### config.mk
export PLATFORM = sky130hd
export DESIGN_NAME = uart_tx_arbiter
export DESIGN_NICKNAME = d
export VERILOG_FILES = /design/src/rtl/uart_tx_arbiter.sv
export SDC_FILE = /design/constraint.sdc
export NUM_CORES = 1
export LEC_CHECK = 0
export BUFFER_PORTS_ARGS = -buffer_cell sky130_fd_sc_hd__buf_2
export CELL_PAD_IN_SITES_DETAIL_PLACEMENT = 0
export CELL_PAD_IN_SITES_GLOBAL_PLACEMENT = 1
export CORE_UTILIZATION = 40
export DETAILED_ROUTE_END_ITERATION = 10
export GPL_TIMING_DRIVEN = 0
export PLACE_DENSITY = 0.82
export SYNTH_ARGS = -nofsm -noshare
export SYNTH_HDL_FRONTEND = slang
export SYNTH_SLANG_ARGS = --single-unit
### constraint.sdc
create_clock -name clk -period 2.55 [get_ports clk]
set_input_delay 0.3825 -clock clk [delete_from_list [all_inputs] [get_ports clk]]
set_output_delay 0.3825 -clock clk [all_outputs]
set_load 0.05 [all_outputs]
### src/rtl/uart_tx_arbiter.sv
// uart_tx_arbiter: shares one buart transmitter between NREQ byte-stream
// requesters. Round-robin arbitration at message boundaries, the grant is
// held until the byte flagged req_last has been written, and an owner that
// goes silent for LOCK_TIMEOUT cycles loses the lock.
`timescale 1ns/1ps
module uart_tx_arbiter #(
    parameter int NREQ         = 2,
    parameter int LOCK_TIMEOUT = 65535
) (
    input  logic                clk,
    input  logic                reset,
    input  logic [NREQ-1:0]     req_valid,
    input  logic [8*NREQ-1:0]   req_data,
    input  logic [NREQ-1:0]     req_last,
    output logic [NREQ-1:0]     req_ready,
    output logic [NREQ-1:0]     grant,
    output logic                uart_wr,
    output logic [7:0]          uart_tx_data,
    input  logic                uart_busy,
    output logic                timeout_evt
);

    localparam int OW = (NREQ > 1) ? $clog2(NREQ) : 1;
    localparam int CW = $clog2(LOCK_TIMEOUT + 1);

    // Counter value seen in the last idle LOAD cycle before release.
    localparam logic [CW-1:0] CNT_LAST   = CW'(LOCK_TIMEOUT - 1);
    // Saturation ceiling: the counter never wraps.
    localparam logic [CW-1:0] CNT_MAX    = CW'(LOCK_TIMEOUT);
    // Pointer starts at the top so requester 0 wins the first arbitration.
    localparam logic [OW-1:0] OWNER_INIT = OW'(NREQ - 1);

    typedef enum logic [1:0] {
        ST_IDLE  = 2'd0,
        ST_LOAD  = 2'd1,
        ST_GUARD = 2'd2
    } state_t;

    state_t             state_r,      state_s;
    logic [OW-1:0]      owner_r,      owner_s;
    logic [OW-1:0]      last_owner_r, last_owner_s;
    logic [NREQ-1:0]    grant_r,      grant_s;
    logic               uart_wr_r,    uart_wr_s;
    logic [7:0]         tx_data_r,    tx_data_s;
    logic               tevt_r,       tevt_s;
    logic [CW-1:0]      cnt_r,        cnt_s;
    logic               last_flag_r,  last_flag_s;

    logic [NREQ-1:0]    upper_s;
    logic [NREQ-1:0]    masked_s;
    logic [NREQ-1:0]    cand_s;
    logic [OW-1:0]      pick_s;

    logic               owner_valid_s;
    logic               owner_last_s;
    logic [7:0]         owner_byte_s;

    // One-hot decode of a requester index.
    function automatic logic [NREQ-1:0] onehot(input logic [OW-1:0] idx);
        logic [NREQ-1:0] v;
        v = '0;
        for (int j = 0; j < NREQ; j++) begin
            v[j] = (idx == OW'(j));
        end
        return v;
    endfunction

    // Round-robin pick: lowest valid index above last_owner, else lowest valid index overall.
    always_comb begin
        upper_s = '0;
        for (int j = 0; j < NREQ; j++) begin
            upper_s[j] = (OW'(j) > last_owner_r);
        end
        masked_s = req_valid & upper_s;
        cand_s   = (|masked_s) ? masked_s : req_valid;
        pick_s   = '0;
        for (int j = NREQ - 1; j >= 0; j--) begin
            pick_s = cand_s[j] ? OW'(j) : pick_s;
        end
    end

    // Select the current owner's valid/last/byte with an AND-OR mux.
    always_comb begin
        owner_valid_s = 1'b0;
        owner_last_s  = 1'b0;
        owner_byte_s  = 8'h00;
        for (int j = 0; j < NREQ; j++) begin
            owner_valid_s = owner_valid_s | (req_valid[j] & (owner_r == OW'(j)));
            owner_last_s  = owner_last_s  | (req_last[j]  & (owner_r == OW'(j)));
            owner_byte_s  = owner_byte_s  | (req_data[8*j +: 8] & {8{owner_r == OW'(j)}});
        end
    end

    // Only the lock owner may be ready, only in LOAD, only while buart is idle.
    always_comb begin
        req_ready = '0;
        for (int j = 0; j < NREQ; j++) begin
            req_ready[j] = (state_r == ST_LOAD) && !uart_busy && !reset && (owner_r == OW'(j));
        end
    end

    // Next-state and next-output logic of the IDLE/LOAD/GUARD controller.
    always_comb begin
        state_s      = state_r;
        owner_s      = owner_r;
        last_owner_s = last_owner_r;
        grant_s      = grant_r;
        uart_wr_s    = 1'b0;
        tx_data_s    = tx_data_r;
        tevt_s       = 1'b0;
        cnt_s        = cnt_r;
        last_flag_s  = last_flag_r;

        case (state_r)
            ST_IDLE: begin
                // Arbitration cycle: no byte is accepted here.
                if (|req_valid) begin
                    owner_s = pick_s;
                    grant_s = onehot(pick_s);
                    cnt_s   = '0;
                    state_s = ST_LOAD;
                end else begin
                    grant_s = '0;
                end
            end

            ST_LOAD: begin
                if (owner_valid_s && !uart_busy) begin
                    // Transfer wins over a timeout reached in the same cycle.
                    uart_wr_s   = 1'b1;
                    tx_data_s   = owner_byte_s;
                    last_flag_s = owner_last_s;
                    cnt_s       = '0;
                    state_s     = ST_GUARD;
                end else if (!owner_valid_s) begin
                    if (cnt_r >= CNT_LAST) begin
                        // Owner went silent: drop the lock and advance the pointer.
                        grant_s      = '0;
                        last_owner_s = owner_r;
                        tevt_s       = 1'b1;
                        cnt_s        = '0;
                        state_s      = ST_IDLE;
                    end else if (cnt_r != CNT_MAX) begin
                        cnt_s = cnt_r + 1'b1;
                    end else begin
                        cnt_s = cnt_r;
                    end
                end else begin
                    // Owner has a byte but buart is busy: wait, counter holds.
                    cnt_s = cnt_r;
                end
            end

            ST_GUARD: begin
                // One cycle covering the lag between wr and busy rising.
                if (last_flag_r) begin
                    grant_s      = '0;
                    last_owner_s = owner_r;
                    state_s      = ST_IDLE;
                end else begin
                    state_s = ST_LOAD;
                end
            end

            default: begin
                // Unreachable encoding: recover to a released, idle arbiter.
                grant_s = '0;
                cnt_s   = '0;
                state_s = ST_IDLE;
            end
        endcase
    end

    // Register all controller state and outputs; synchronous active-high reset.
    always_ff @(posedge clk) begin
        if (reset) begin
            state_r      <= ST_IDLE;
            owner_r      <= '0;
            last_owner_r <= OWNER_INIT;
            grant_r      <= '0;
            uart_wr_r    <= 1'b0;
            tx_data_r    <= 8'h00;
            tevt_r       <= 1'b0;
            cnt_r        <= '0;
            last_flag_r  <= 1'b0;
        end else begin
            state_r      <= state_s;
            owner_r      <= owner_s;
            last_owner_r <= last_owner_s;
            grant_r      <= grant_s;
            uart_wr_r    <= uart_wr_s;
            tx_data_r    <= tx_data_s;
            tevt_r       <= tevt_s;
            cnt_r        <= cnt_s;
            last_flag_r  <= last_flag_s;
        end
    end

    assign grant        = grant_r;
    assign uart_wr      = uart_wr_r;
    assign uart_tx_data = tx_data_r;
    assign timeout_evt  = tevt_r;

endmodule

Word level (Yosys, flattened, before mapping)
Cells that the tools add are included.
{ "word_totals": {"output_inout_bits": 14, "input_bits": 23, "regBits": 33} }
{ "op_classes": {"magnitude_cmp": 3, "n_mux": 26, "n_reduce_logical": 19, "addsub": 1, "n_eq_ne": 11, "bitwise": 14} }
{ "op_table": {"columns": ["op", "count"], "rows": [
  ["16-bit 2-to-1 mux", 5],
  ["16-bit case mux with 3 select lines", 1],
  ["16-bit by 1-bit adder with 16-bit output, second input constant", 1],
  ["8-bit bitwise AND", 2],
  ["16-bit >= comparator, second input constant", 1],
  ["2-bit 2-to-1 mux", 8],
  ["16-bit != test, second input constant", 1],
  ["2-bit case mux with 3 select lines", 2],
  ["1-bit 2-to-1 mux", 9],
  ["2-bit != test, second input constant", 4],
  ["8-bit bitwise OR", 1],
  ["4-bit AND reduction", 2],
  ["2-bit OR reduction", 3],
  ["1-bit logical AND", 5],
  ["5-bit AND reduction", 1],
  ["1-bit bitwise AND", 4],
  ["4-bit by 1-bit != test with 1-bit output, second input constant", 1],
  ["1-bit NOT", 4],
  ["2-bit AND reduction", 2],
  ["4-bit OR reduction", 1],
  ["3-bit by 1-bit != test with 1-bit output, second input constant", 1],
  ["3-bit by 2-bit != test with 1-bit output, second input constant", 1],
  ["3-bit AND reduction", 1],
  ["2-bit bitwise AND", 1],
  ["other kinds (9)", 12]
]} }

Logic depth before layout (Yosys ltp)
{ "logic_depth": {"depth_word": 9, "mapped_depth": 8, "ltp_nobuf": 7} }

Least setup slack after synthesis
No wires, ideal clock.
{ "synth_path": {"path_type": "register to output", "startpoint": "register owner_r", "endpoint": "output port req_ready[0]", "stages_incl_launch_ff": 4, "arrival_ns": 2.267, "required_time_ns": 2.168, "path_slack_ns": -0.100, "path_buffers": 2, "cell_sequence": "dfxtp_1 -> buf_4 -> buf_1 -> nor4_1"} }
{ "synth_between": {"elab_chain_cells": 2} }
{ "synth_lines": {"columns": ["item", "line_no", "text"], "rows": [
  ["start: declaration", "40", "logic [OW-1:0] owner_r, owner_s;"],
  ["start signal: assignment", "188", "owner_r <= owner_s;"],
  ["1-bit NOT", "98", "req_ready[j] = (state_r == ST_LOAD) && !uart_busy && !reset && (owner_r == OW'(j));"],
  ["1-bit logical AND", "98", null],
  ["end: declaration", "15", "output logic [NREQ-1:0] req_ready,"]
]} }
No other way between the ends.

Final worst setup path
{ "layout_path": {"startpoint": "register owner_r", "endpoint": "register cnt_r[12]"} }
{ "layout_between": {"elab_chain_cells": 6} }
{ "layout_lines": {"columns": ["item", "line_no", "text"], "rows": [
  ["1-bit NOT", "88", "owner_valid_s = owner_valid_s | (req_valid[j] & (owner_r == OW'(j)));"],
  ["1-bit bitwise AND", "88", null],
  ["1-bit bitwise OR *", "88", null],
  ["1-bit logical AND", "128", "if (owner_valid_s && !uart_busy) begin"],
  ["4-bit by 1-bit != test with 1-bit output (no source line), or another cell as far along", null, null],
  ["4-bit AND reduction (no source line) or 16-bit case mux with 3 select lines (tied branches)", null, null],
  ["end signal: assignment", "194", "cnt_r <= cnt_s;"],
  ["end: declaration", "46", "logic [CW-1:0] cnt_r, cnt_s;"]
]} }
Mark *: on every way between the ends. The rest lies on a longest branch, timed or not.
A chain may end at the register's enable or synchronous reset.

==> flow_summary.toml <==
[outcome]
status = "completed"

[timing]
tightestPinTransition_ps = 690
relSlewSlack_pct = 53.6
finalHoldViolCount = 0
fin_crit_ps = 2250
fmax_mhz = 445
slew_violations = 0
fin_setup_tns_ps = 0
setup_viol = 0
fin_crit_sh_pct = 88.2
fin_skew_ps = 7.84
rsz0062_at_grt = "false"

[global_routing]
grt_overflow = 0
grt_max_degree = 11
grt_pass1_wl_um = 6990
grt_pass1_vias = 1541
antenna_found_initial = 0
track_usage_pct = 18.1

[yosys]
syn_avg_cell_area_um2 = 8.86
synth_edf_count = 0
synth.distinct_cells = 51
synth_most_common_cell = "dfxtp_1"
async_reset_ff_share_pct = 0
syn_inst = 204
synth.top_cell.area_share_pct = 36.6
synth_nets = 229
ys_ff_latch = 33
yosysSeqAreaShare_pct = 36.6
yosysWarnings = 0
synth_top_cell_by_area = "dfxtp_1"
netlist_top_cells_area = "dfxtp_1, mux2i_1, nor2_1, a21oi_1, a211oi_1"
synthTopCellsByCount = "dfxtp_1, nor2_1, a21oi_1, nand2_1"
synthFlopType = "dfxtp_1"
synthesis.area_um2 = 1810

[floorplan]
die_area_um2 = 4790
die_w_um = 69.2
dieHeight_um = 69.2
rows = 24
io_pins = 37
core_um2 = 4350
start_util_pct = 41.5

[place]
place.gp.congestion = 0.760
hpwl_um = 3000
portBuffers = 35

[setup_path]
critPathCaptureType = "flip-flop"
r2r-start = "owner_r"
r2r-end = "cnt_r[12]"
rrSetupSlack_ps = 300
worstPathArrival_ps = 2460
required_ps = 2760
crit_type = "reg -> reg"
reg2regPathDepth = 7
path_max_fanout = 10
startpoint_type = "flip-flop"

[detailed_routing]
ant_nets = 0
dr.first_iter.drc_count = 66
wl_um = 4100
num_vias = 1631
drc = 0
wl_per_cell_um = 13.7
vias_per_cell = 5.47
first_pass_iters = 4

[finish]
area_growth_pct = 18.4
seq_area_um2 = 661
n_antenna_cell = 0
fin_util_pct = 49.1
fin_nets = 271
drive_gt1_share_pct = 26.4
num-fill-cells = 413
multi_input_area_um2 = 1070

[clock_tree]
htreeDepth = 2
postCtsSetupBuffers = 0
clock-sinks = 33
tritoncts = "built"
ctsHoldBuffers = 0
post_cts_resized = 0
clkTransAtPathRegs_ps = 70
clkLatencyLatePin_ps = 280
numCtsBuffers = 5
cts_max_path_buffers = 2
root_buffer = "clkbuf_8"

[pwr]
p_per_area_nw_per_um2 = 537
p_leak_nw = 0.814
peakVddDrop_mv = 0.245

[hold_path]
hold_class = "in -> reg"
whs_path_depth = 2
hold_start = "uart_busy"
whs_endpoint = "state_r[1]"

[flow_run]
drv_cap = 0
-- area by class of cell --
type / count / area share (%)
Tap cell: 52 / 3.04
Multi-Input combinational cell: 155 / 50.1
Clock buffer: 7 / 4.04
Buffer: 11 / 2.92
Timing Repair Buffer: 35 / 8.19
Sequential cell: 33 / 30.9
Inverter: 5 / 0.877
-- logic make-up after synthesis --
group	count (synthesis)	share of synthesized area [%]
simple gates	84	26.0
buf+inv	16	4.50
flops	33	36.6
fa+ha+maj	2	1.38
mux	12	7.62
compound gates	57	23.9
-- routing by layer --
layer  track usage (%)  up-vias  wire (um)
li1                  -      848          -
met1              21.8      735       1930
met2              30.7       40       1900
met3              4.65        8        190
met4              6.80        0         73
met5                 0        -          0
-- flip-flops by register name (all words and copies together), names as in the netlist --
name / cells
last_owner_r: 1
uart_tx_data: 8
owner_r: 1
cnt_r: 16
timeout_evt: 1
last_flag_r: 1
grant: 2
state_r: 2
uart_wr: 1
-- how the worst max path moves through the flow --
stage,from,endpoint,cells past startpoint
finish,owner_r,cnt_r[12],7
floorplan,owner_r,req_ready[0],3
global placement,owner_r,cnt_r[12],7
detailed placement,reset,cnt_r[12],7
CTS,owner_r,cnt_r[12],7
global route,owner_r,cnt_r[13],7
-- power by group --
part | leakage (nW) | switching (mW) | internal (mW)
clock network | 0.0443 | 0.185 | 0.214
logic | 0.502 | 0.135 | 0.0730
registers | 0.268 | 0.0112 | 0.532
-- worst max-delay path, cell delays in order, from the launching register on --
cell and delay [ps]:
dfxtp_1 310, buf_4 170, mux2i_4 340, o21ai_0 270
a2111oi_4 590, buf_4 280, nand4_1 110, o211ai_1 110
-- cells in the final DEF (no fill, tap or decap), types with 2 or more instances in the layout --
cell	Yosys	routed
nand3_1	10	10
mux2i_1	10	10
ha_1	2	2
inv_1	5	5
a31oi_1	6	6
o21ai_1	2	2
clkbuf_1	4	5
o21ai_0	9	9
a21oi_1	15	15
nand2b_1	3	3
a41oi_1	2	2
o211ai_1	3	3
a211oi_1	9	9
o221a_2	2	2
buf_4	2	2
nand2_1	11	11
o21bai_1	2	2
buf_2	2	37
and4_2	2	2
nor4_1	3	2
nor3_1	5	5
nor2_1	25	25
dfxtp_1	33	33
clkbuf_8	1	7
nor3b_1	2	2
nand4_1	5	5
and3_2	2	2
nand4_2	2	2
and3_1	3	3
-- metrics by stage --
step | power, mW | cells | setup slack, ps | hold WS, ps | cell area [um^2]
after floorplan | 0.706 | 204 | 456 | 452 | 1810
after global placement | 0.763 | 291 | 271 | 470 | 2050
after detailed placement | 0.763 | 291 | 286 | 468 | 2050
after CTS | 1.16 | 298 | 280 | 341 | 2140
after global routing | 1.20 | 298 | 132 | 349 | 2140
final | 1.15 | 298 | 300 | 351 | 2140
Note: power is estimated with default switching activity, not from simulation.
